==> src/rtl/pll_lock_supervisor_if.sv <==
// Signal bundle between the PLL lock supervisor and the PLL / system reset domain.
// The master side is the supervisor; the slave side is the PLL primitive plus the reset consumers.
interface pll_lock_supervisor_if;
    logic       pll_lock;
    logic       restart;
    logic       pll_resetb;
    logic       pll_bypass;
    logic       sys_rst_n;
    logic       locked;
    logic       fail;
    logic [3:0] retry_cnt;
    logic [2:0] state;

    modport master (
        input  pll_lock, restart,
        output pll_resetb, pll_bypass, sys_rst_n, locked, fail, retry_cnt, state
    );

    modport slave (
        output pll_lock, restart,
        input  pll_resetb, pll_bypass, sys_rst_n, locked, fail, retry_cnt, state
    );
endinterface

==> src/rtl/pll_lock_supervisor.sv <==
// PLL reset/lock sequencer running on the reference clock; releases sys_rst_n after a stable lock.
// Optional macro PLL_BYPASS_FALLBACK_EN: on FAIL, bypass the PLL and release the system on the reference clock.
module pll_lock_supervisor #(
    parameter int RESET_CYCLES  = 16,
    parameter int LOCK_TIMEOUT  = 65535,
    parameter int STABLE_CYCLES = 1024,
    parameter int MAX_RETRIES   = 3
) (
    input  logic                    clk,
    input  logic                    resetb,
    pll_lock_supervisor_if.master   bus
);

    localparam int MAX_AB    = (RESET_CYCLES > LOCK_TIMEOUT) ? RESET_CYCLES : LOCK_TIMEOUT;
    localparam int MAX_COUNT = (MAX_AB > STABLE_CYCLES) ? MAX_AB : STABLE_CYCLES;
    localparam int CNT_W     = $clog2(MAX_COUNT);

`ifdef PLL_BYPASS_FALLBACK_EN
    localparam bit FALLBACK = 1'b1;
`else
    localparam bit FALLBACK = 1'b0;
`endif

    typedef enum logic [2:0] {
        ST_HOLD   = 3'd0,
        ST_WAIT   = 3'd1,
        ST_STABLE = 3'd2,
        ST_RUN    = 3'd3,
        ST_FAIL   = 3'd4
    } state_t;

    state_t             state_reg, state_next;
    logic [CNT_W-1:0]   cnt_reg, cnt_next;
    logic [3:0]         retry_reg, retry_next;
    logic               lock_meta_reg, lock_s_reg;
    logic               pll_resetb_reg, pll_resetb_next;
    logic               pll_bypass_reg, pll_bypass_next;
    logic               sys_rst_n_reg, sys_rst_n_next;
    logic               locked_reg, locked_next;
    logic               fail_reg, fail_next;
    logic               do_retry;

    // LOCK is asynchronous to the reference clock
    always_ff @(posedge clk or negedge resetb) begin
        if (!resetb) begin
            lock_meta_reg <= 1'b0;
            lock_s_reg    <= 1'b0;
        end else begin
            lock_meta_reg <= bus.pll_lock;
            lock_s_reg    <= lock_meta_reg;
        end
    end

    always_ff @(posedge clk or negedge resetb) begin
        if (!resetb) begin
            state_reg      <= ST_HOLD;
            cnt_reg        <= '0;
            retry_reg      <= '0;
            pll_resetb_reg <= 1'b0;
            pll_bypass_reg <= 1'b0;
            sys_rst_n_reg  <= 1'b0;
            locked_reg     <= 1'b0;
            fail_reg       <= 1'b0;
        end else begin
            state_reg      <= state_next;
            cnt_reg        <= cnt_next;
            retry_reg      <= retry_next;
            pll_resetb_reg <= pll_resetb_next;
            pll_bypass_reg <= pll_bypass_next;
            sys_rst_n_reg  <= sys_rst_n_next;
            locked_reg     <= locked_next;
            fail_reg       <= fail_next;
        end
    end

    always_comb begin
        state_next = state_reg;
        retry_next = retry_reg;
        do_retry   = 1'b0;

        if (bus.restart) begin
            state_next = ST_HOLD;
            retry_next = '0;
        end else begin
            case (state_reg)
                ST_HOLD: begin
                    if (cnt_reg == CNT_W'(RESET_CYCLES - 1))
                        state_next = ST_WAIT;
                end
                ST_WAIT: begin
                    // timeout outranks a lock arriving on the same cycle
                    if (cnt_reg == CNT_W'(LOCK_TIMEOUT - 1))
                        do_retry = 1'b1;
                    else if (lock_s_reg)
                        state_next = ST_STABLE;
                end
                ST_STABLE: begin
                    // a dropout here is treated as a glitch: back to WAIT, no retry spent
                    if (!lock_s_reg)
                        state_next = ST_WAIT;
                    else if (cnt_reg == CNT_W'(STABLE_CYCLES - 1))
                        state_next = ST_RUN;
                end
                ST_RUN: begin
                    if (!lock_s_reg)
                        do_retry = 1'b1;
                end
                ST_FAIL: state_next = ST_FAIL;
                default: state_next = ST_HOLD;
            endcase

            if (do_retry) begin
                if (retry_reg == 4'(MAX_RETRIES)) begin
                    state_next = ST_FAIL;
                end else begin
                    retry_next = retry_reg + 4'd1;
                    state_next = ST_HOLD;
                end
            end

            if (state_next == ST_RUN && state_reg != ST_RUN)
                retry_next = '0;
        end

        // counter restarts on every state entry, including a restart that re-enters HOLD
        if (bus.restart || state_next != state_reg)
            cnt_next = '0;
        else if (cnt_reg == {CNT_W{1'b1}})
            cnt_next = cnt_reg;
        else
            cnt_next = cnt_reg + CNT_W'(1);

        pll_resetb_next = !((state_next == ST_HOLD) || (state_next == ST_FAIL && !FALLBACK));
        pll_bypass_next = FALLBACK && (state_next == ST_FAIL);
        sys_rst_n_next  = (state_next == ST_RUN) ||
                          (FALLBACK && state_reg == ST_FAIL && state_next == ST_FAIL &&
                           cnt_reg >= CNT_W'(RESET_CYCLES - 1));
        locked_next     = (state_next == ST_RUN);
        fail_next       = (state_next == ST_FAIL);
    end

    assign bus.pll_resetb = pll_resetb_reg;
    assign bus.pll_bypass = pll_bypass_reg;
    assign bus.sys_rst_n  = sys_rst_n_reg;
    assign bus.locked     = locked_reg;
    assign bus.fail       = fail_reg;
    assign bus.retry_cnt  = retry_reg;
    assign bus.state      = state_reg;

endmodule

==> src/flat_wrapper.sv <==
// flat-port wrapper written by rule: the top's interface ports become plain ports
module pll_lock_supervisor_flat 
#(
    parameter int RESET_CYCLES  = 16,
    parameter int LOCK_TIMEOUT  = 65535,
    parameter int STABLE_CYCLES = 1024,
    parameter int MAX_RETRIES   = 3
)
  (clk, resetb, bus_pll_lock, bus_restart, bus_pll_resetb, bus_pll_bypass, bus_sys_rst_n, bus_locked, bus_fail, bus_retry_cnt, bus_state);
  pll_lock_supervisor_if bus_i ();
  input  logic clk;
  input  logic resetb;
  input wire logic [$bits(bus_i.pll_lock)-1:0] bus_pll_lock;
  input wire logic [$bits(bus_i.restart)-1:0] bus_restart;
  output wire logic [$bits(bus_i.pll_resetb)-1:0] bus_pll_resetb;
  output wire logic [$bits(bus_i.pll_bypass)-1:0] bus_pll_bypass;
  output wire logic [$bits(bus_i.sys_rst_n)-1:0] bus_sys_rst_n;
  output wire logic [$bits(bus_i.locked)-1:0] bus_locked;
  output wire logic [$bits(bus_i.fail)-1:0] bus_fail;
  output wire logic [$bits(bus_i.retry_cnt)-1:0] bus_retry_cnt;
  output wire logic [$bits(bus_i.state)-1:0] bus_state;
  assign bus_i.pll_lock = bus_pll_lock;
  assign bus_i.restart = bus_restart;
  assign bus_pll_resetb = bus_i.pll_resetb;
  assign bus_pll_bypass = bus_i.pll_bypass;
  assign bus_sys_rst_n = bus_i.sys_rst_n;
  assign bus_locked = bus_i.locked;
  assign bus_fail = bus_i.fail;
  assign bus_retry_cnt = bus_i.retry_cnt;
  assign bus_state = bus_i.state;
  pll_lock_supervisor #(.RESET_CYCLES(RESET_CYCLES), .LOCK_TIMEOUT(LOCK_TIMEOUT), .STABLE_CYCLES(STABLE_CYCLES), .MAX_RETRIES(MAX_RETRIES)) u_core (.clk(clk), .resetb(resetb), .bus(bus_i));
endmodule
==> config.mk <==
export PLATFORM = sky130hd
export DESIGN_NAME = pll_lock_supervisor_flat
export DESIGN_NICKNAME = d
export VERILOG_FILES = /design/src/rtl/pll_lock_supervisor_if.sv /design/src/rtl/pll_lock_supervisor.sv /design/src/flat_wrapper.sv
export SDC_FILE = /design/constraint.sdc
export NUM_CORES = 1
export LEC_CHECK = 0
export BUFFER_PORTS_ARGS = -buffer_cell sky130_fd_sc_hd__buf_2
export CAP_MARGIN = 20
export CORE_MARGIN = 10
export CORE_UTILIZATION = 47
export CTS_CLUSTER_SIZE = 30
export DETAILED_ROUTE_END_ITERATION = 6
export PLACE_DENSITY_LB_ADDON = 0.1
export SKIP_LAST_GASP = 1
export SYNTH_ARGS = -nofsm -noshare
export SYNTH_HDL_FRONTEND = slang
export SYNTH_SLANG_ARGS = --single-unit
==> constraint.sdc <==
create_clock -name clk -period 5.57 [get_ports clk]
set_clock_uncertainty 0.05 [all_clocks]
set_input_delay 0.557 -clock clk [delete_from_list [all_inputs] [get_ports clk]]
set_output_delay 0.557 -clock clk [all_outputs]
set_load 0.02 [all_outputs]
==> results of run 1 <==
-- cells in the mapped netlist, types with 5 or more instances --
| master | number | area (um2) |
|---|---|---|
| nor3_1 | 5 | 25.02 |
| o21ai_0 | 5 | 25.02 |
| a21oi_1 | 17 | 85.08 |
| xor2_1 | 5 | 43.79 |
| dfrtp_1 | 28 | 700.7 |
| nand3_1 | 9 | 45.04 |
| xnor2_1 | 7 | 61.31 |
| nand2b_1 | 5 | 31.28 |
| nor2_1 | 12 | 45.04 |
| a211oi_1 | 5 | 37.54 |
| nor4_1 | 6 | 37.54 |
| clkbuf_1 | 5 | 18.77 |
| nand2_1 | 7 | 26.28 |
-- per-layer routing --
layer | vias to the layer above | wire (um)
li1 | 638 | -
met1 | 612 | 1565
met2 | 15 | 1607
met3 | 2 | 129
met4 | 0 | 22
met5 | - | 0
-- per-stage QoR --
step | setup slack (ns) | power (W) | util, %
6_report | 3.004 | 0.0003570 | 52.23
5_1_grt | 2.812 | 0.0003725 | 52.23
4_1_cts | 3.007 | 0.0003610 | 52.23
3_5_place_dp | 3.040 | 0.0002283 | 50.64
3_3_place_gp | 3.103 | 0.0002278 | 50.64
2_1_floorplan | 3.296 | 0.0002213 | -
-- kinds of logic after synthesis --
logic type               synth area share (%)
AND/OR/NAND/NOR                         23.87
AO/OA/AOI/OAI                           18.00
flip-flops                              43.82
XOR/XNOR                                6.573
buffers and inverters                   3.599
adder cells (fa/ha/maj)                 2.348
multiplexers                            1.565
other                                  0.2345
-- how the worst max path moves through the flow --
stage	to	start	slack, ns
floorplan	u_core.bus.retry_cnt[3]	u_core.cnt_reg[8]	3.30
global placement	u_core.cnt_reg[4]	u_core.cnt_reg[11]	3.10
detailed placement	u_core.cnt_reg[4]	u_core.cnt_reg[11]	3.04
CTS	u_core.cnt_reg[1]	u_core.cnt_reg[11]	3.01
global route	u_core.cnt_reg[4]	u_core.cnt_reg[8]	2.81
finish	u_core.cnt_reg[1]	u_core.cnt_reg[11]	3.00
-- power groups by stage --
stage                     Combinational [W]  Sequential (W)  Clock, W
after floorplan                  0.00000961        0.000212         0
after global placement            0.0000156        0.000212         0
final                             0.0000158        0.000209  0.000133
after detailed placement          0.0000161        0.000212         0
after global routing              0.0000185        0.000209  0.000145
after CTS                         0.0000161        0.000208  0.000136
-- worst register-to-register path: stages, from the launching register on --
cell	delay, ns
dfrtp_1	0.50
or4_2	0.68
nor4_1	0.20
o22ai_1	0.19
a211o_1	0.51
a221oi_1	0.35
-- final cells by class --
| type | count | area [um2] |
|---|---|---|
| fillers | 322 | 1582 |
| multi-input cells | 126 | 840.8 |
| flip-flops and latches | 28 | 700.7 |
| repair buffers | 14 | 70.07 |
| well taps | 46 | 57.56 |
| clock inverters | 1 | 30.03 |
| clock buffers | 3 | 22.52 |
| inverters | 2 | 7.507 |
==> summary.md, run 1 <==
| Metric | Value |
|---|---|
| Outcome | `completed` |
| Avg WL per Cell | `roughly 15 um` |
| FF-to-FF End | `u_core.cnt_reg[1]` |
| Sw Share | `between 20% and 30%` |
| Routed vias | `approximately 1,300` |
| Num CTS Buffers | `3` |
| Worst-path fanout max | `16` |
| Rows | `21` |
| Power Density | `206.5 mW/mm2` |
| Flop pwr share | `58.4%` |
| Worst vdd ir | `about 0.11 mV` |
| CP top delay family | `compound AO/OA/AOI/OAI gates` |
| Sink Count | `28` |
| M2 GR Usage | `18.67%` |
| Busiest layer in global routing | `met2` |
| # Max-Cap Violations | `0` |
| Global-route usage over all layers | `about 11%` |
| Drt total wl | `3325 um` |
| Crit path DAT | `approximately 2.8 ns` |
| LEAKAGE | `roughly 0.7 nW` |
| Initial antenna violation count | `0` |
| Fmax | `roughly 0.39 GHz` |
| Most frequent cells in the layout | `dfrtp_1 (28), a21oi_1 (17), buf_2 (14), nor2_1 (12), nand3_1 (9)` |
| CTS root buf | `clkbuf_4` |
| Share of layout cells above drive strength 1 | `15.52%` |
| Die ar. | `slightly above 0.006 mm2` |
| 1st-pass router iterations | `4` |
| # resized after CTS | `0` |
| Post-synth EDFFs | `0` |
| Post-Synthesis Cells | `165` |
| # port buffers | `14` |
| Worst r2r path cells | `5` |
| CP Launch Type | `register` |
| Finished Layout Cells | `220` |
| H-tree depth | `1` |
| Core Region | `roughly 0.0033 mm2` |
| Diode count | `0` |
| Final setup vio count | `0` |
| CP Capture Type | `register` |
| Slew HR | `31.24%` |
| Crit-path cells | `or4_2 -> nor4_1 -> o22ai_1 -> a211o_1 -> a221oi_1` |
| Yosys cell types | `a little under 50` |
| Reg clk slew, reported paths | `about 0.15 ns` |
| Die H | `between 70 and 80 um` |
| Largest net degree at the start of global routing | `29` |
| Vias per inst | `5.759` |
| Comb pwr share | `under 10%` |
| Register area share after synthesis | `43.82%` |
| RSZ-0062 raised after global routing | `no` |
| Clock share of power | `a little under two fifths` |
| RePlAce Congestion | `between 0.8 and 0.9` |
| 1st-iter DRT viols | `47` |
| Leading cell type in the layout, fill and taps excluded | `dfrtp_1` |
| Final min period | `about 2.6 ns` |
| R2r setup slk | `3.00 ns` |
| First-pass GRT wire length | `5789 um` |
| Final hold vios | `0` |
| DIE WIDTH | `78.33 um` |
| Pint | `about 0.00028 W` |
| Grt ovf | `0` |
| TritonCTS clock tree | `done` |
| Final worst path period share | `between 40% and 50%` |
| Syn Area/Cell | `about 9.7 um2` |
| Max FFs per register | `16` |
| CP max stage delay | `just under 0.7 ns` |
| Met3 GRT Util | `approximately 2.3%` |
| Slew Viols, Final | `0` |
| CP max-delay cell | `or4_2` |
| P_sw | `~0.000074 W` |
| WHS | `roughly 0.17 ns` |
| # hold bufs at CTS | `0` |
| Fin nets | `about 180` |
| Post-Place Cells | `~220` |
| Area after DPL | `around 0.0017 mm2` |
| Hpwl dp | `around 2400 um` |
| Hold Path Class | `in2async` |
| Setup TNS | `0 ns` |
| Clk buf depth | `2` |
| Clock Latency Late Sink | `approximately 0.33 ns` |
| Least-Margin Pin Slew | `between 1 and 1.5 ns` |
| Mapped Nets | `172` |
| Num ports | `16` |
| Post-synthesis cell area | `between 0.0015 and 0.002 mm2` |
| Ys Warns | `0` |
| CP Depth | `5` |
| ANT nets after route | `0` |
| DRC errors left | `0` |
| Final Cell Area | `approximately 0.0017 mm2` |
| Synth Flop Type | `dfrtp_1` |
| Initial Util | `about 48%` |
| Setup CP Type | `reg2reg` |
| Required @ worst endpoint | `about 5.8 ns` |
| Async SR Flop Fraction | `100.0%` |
| Seq cells post-synth | `28` |
| Critical R2R Launch | `u_core.cnt_reg[11]` |
| M1 GR Usage | `13.76%` |
| Vias in the first global route | `approximately 1,200` |
| Syn-to-layout area delta | `8.138%` |
| Buf/Inv on CP | `0` |
| Postcts setup bufs | `0` |
Note: power is estimated with default switching activity, not from simulation.
==> run 2, diff against run 1 <==
clock period = 2.1 ns   (was 5.57 ns; I/O delays follow)
==> summary.md, run 2 (synthesis results as in run 1) <==
| Metric | Value |
|---|---|
| Outcome | `finished with violations` |
| Failing checks | `setup timing` |
| # fillers | `between 200 and 300` |
| Hpwl dp | `3083 um` |
| Vias in the first global route | `between 1,500 and 2,000` |
| Initial Util | `between 40% and 50%` |
| Setup WS post-layout | `-0.1291 ns` |
| RSZ-0062 raised after global routing | `yes` |
| DRC errors left | `0` |
| Share of layout cells above drive strength 1 | `a little under half` |
| Least-Margin Pin Slew | `0.6331 ns` |
| Fin nets | `around 240` |
| Leading cell type in the layout, fill and taps excluded | `buf_4` |
| Slew HR | `between 50% and 60%` |
| Routed vias | `approximately 1,500` |
| Power Density | `between 300 and 400 mW/mm2` |
| Sink Count | `28` |
| Syn-to-layout area delta | `44.29%` |
| Worst Hold End | `u_core.bus.retry_cnt[0]` |
| # port buffers | `14` |
| Diode count | `0` |
| Finished Layout Cells | `274` |
| Final hold vios | `0` |
| Clock Latency Late Sink | `roughly 0.33 ns` |
| Initial antenna violation count | `0` |
| Crit-path cells | `buf_6 -> nand4_4 -> or4_4 -> mux2_4 -> or4_4 -> a211oi_2` |
| Clk buf depth | `2` |
| Num ports | `16` |
| CP max stage delay | `between 0.5 and 0.6 ns` |
| Sw Share | `23.39%` |
| 1st-pass router iterations | `4` |
| Required @ worst endpoint | `around 2.3 ns` |
| Register Area | `703.2 um2` |
| Area after DPL | `about 0.0021 mm2` |
| TritonCTS clock tree | `done` |
| FF-to-FF End | `u_core.bus.retry_cnt[3]` |
| Hold Crit Depth | `2` |
| Pre-CTS setup slack | `-0.1697 ns` |
| Vias per inst | `about 5.6` |
| Crit path DAT | `roughly 2.4 ns` |
| 1st-iter DRT viols | `between 100 and 150` |
| Final setup vio count | `17` |
| Flop pwr share | `61.7%` |
| LEAKAGE | `roughly 0.99 nW` |
| Worst vdd ir | `roughly 0.32 mV` |
| CP top delay family | `simple AND/OR/NAND/NOR gates` |
| Busiest layer in global routing | `met2` |
| Hold Path Origin | `bus_restart` |
| Num CTS Buffers | `3` |
| Critical R2R Launch | `u_core.cnt_reg[11]` |
| Rows | `21` |
| Drt total wl | `roughly 4200 um` |
| P_sw | `around 0.00021 W` |
| CTS root buf | `clkbuf_4` |
| Max FFs per register | `16` |
| Post-Place Cells | `260` |
| DIE WIDTH | `between 70 and 80 um` |
| Worst-path fanout max | `5` |
| Final Cell Area | `0.002307 mm2` |
| Clock share of power | `29.5%` |
| CP Launch Type | `register` |
| Fmax | `between 0.4 and 0.5 GHz` |
| Avg WL per Cell | `~15 um` |
| RePlAce Congestion | `0.8677` |
| H-tree depth | `1` |
| Largest net degree at the start of global routing | `29` |
| Reg clk slew, reported paths | `approximately 0.15 ns` |
| Core Region | `around 0.0033 mm2` |
| Slew Viols, Final | `0` |
| Grt ovf | `0` |
| Global-route usage over all layers | `between 10% and 20%` |
| Final min period | `~2.2 ns` |
| Die ar. | `slightly above 0.006 mm2` |
| CP max-delay cell | `or4_4` |
| Hold Path Class | `in2reg` |
| Buf/Inv on CP | `1` |
| Pint | `between 0.0006 and 0.0007 W` |
| Multi-input logic area | `just under 0.001 mm2` |
| ANT nets after route | `0` |
| M1 GR Usage | `16.20%` |
| CP Capture Type | `register` |
| Most frequent cells in the layout | `buf_4 (45), dfrtp_1 (26), buf_2 (14), nor2_1 (12), a21oi_2 (10)` |
| # Max-Cap Violations | `0` |
| First-pass GRT wire length | `7403 um` |
| Worst r2r path cells | `6` |
| R2r setup slk | `-0.13 ns` |
| Final worst path period share | `106.1%` |
| Crit path top cell by count | `or4_4` |
| Met3 GRT Util | `a little over 3%` |
| Setup CP Type | `reg2reg` |
| Comb pwr share | `slightly below 9%` |
| Die H | `roughly 78 um` |
| M2 GR Usage | `between 20% and 30%` |
-- run 2: worst max path at each step --
stage / slack [ns] / cells past startpoint / from / end
after floorplan: -0.11 / 7 / u_core.cnt_reg[0] / u_core.bus.retry_cnt[3]
after global placement: -0.11 / 7 / u_core.cnt_reg[0] / u_core.bus.retry_cnt[3]
after detailed placement: -0.17 / 7 / u_core.cnt_reg[0] / u_core.bus.retry_cnt[3]
after CTS: -0.12 / 6 / u_core.cnt_reg[13] / u_core.bus.retry_cnt[3]
after global routing: -0.18 / 7 / u_core.cnt_reg[0] / u_core.bus.retry_cnt[3]
final: -0.13 / 6 / u_core.cnt_reg[11] / u_core.bus.retry_cnt[3]
-- run 2: layout make-up --
| class | instances | share of cell area [%] |
|---|---|---|
| Timing Repair Buffer | 68 | 22.34 |
| Sequential cell | 28 | 30.48 |
| Inverter | 2 | 0.3254 |
| Tap cell | 46 | 2.495 |
| Clock buffer | 4 | 1.573 |
| Multi-Input combinational cell | 126 | 42.79 |
-- run 2: power by group through the flow --
stage	Clock, W	Combinational (W)	Sequential, W
6_report	0.000265	0.0000790	0.000554
5_1_grt	0.000297	0.0000891	0.000555
4_1_cts	0.000275	0.0000789	0.000554
3_5_place_dp	0	0.0000734	0.000563
3_3_place_gp	0	0.0000712	0.000563
2_1_floorplan	0	0.0000343	0.000563
-- run 2: per-stage QoR --
step | power, W | setup TNS (ns) | utilization, % | hold slack [ns]
after global placement | 0.0006343 | -0.9821 | 63.45 | 0.2016
after global routing | 0.0009407 | -2.282 | 69.69 | 0.1061
after floorplan | 0.0005973 | -1.064 | - | -0.1356
after CTS | 0.0009076 | -0.2145 | 69.46 | 0.1072
final | 0.0008978 | -0.5111 | 69.69 | 0.1234
after detailed placement | 0.0006367 | -1.828 | 63.45 | 0.2159
-- run 2: metal layers --
metal	share of wire, %	vias to the layer above
met3	4.5	8
met5	0	-
met1	42	760
met4	1.8	0
li1	-	741
met2	52	32
-- run 2: what timing repair did --
action | CTS | global route
buffers inserted | 8 | 0
pin swaps | 8 | 1
resized for setup | 18 | 2
hold buffers | 2 | 0
endpoints found under the setup margin | 19 | 21
hold endpoints to repair | 29 | 0
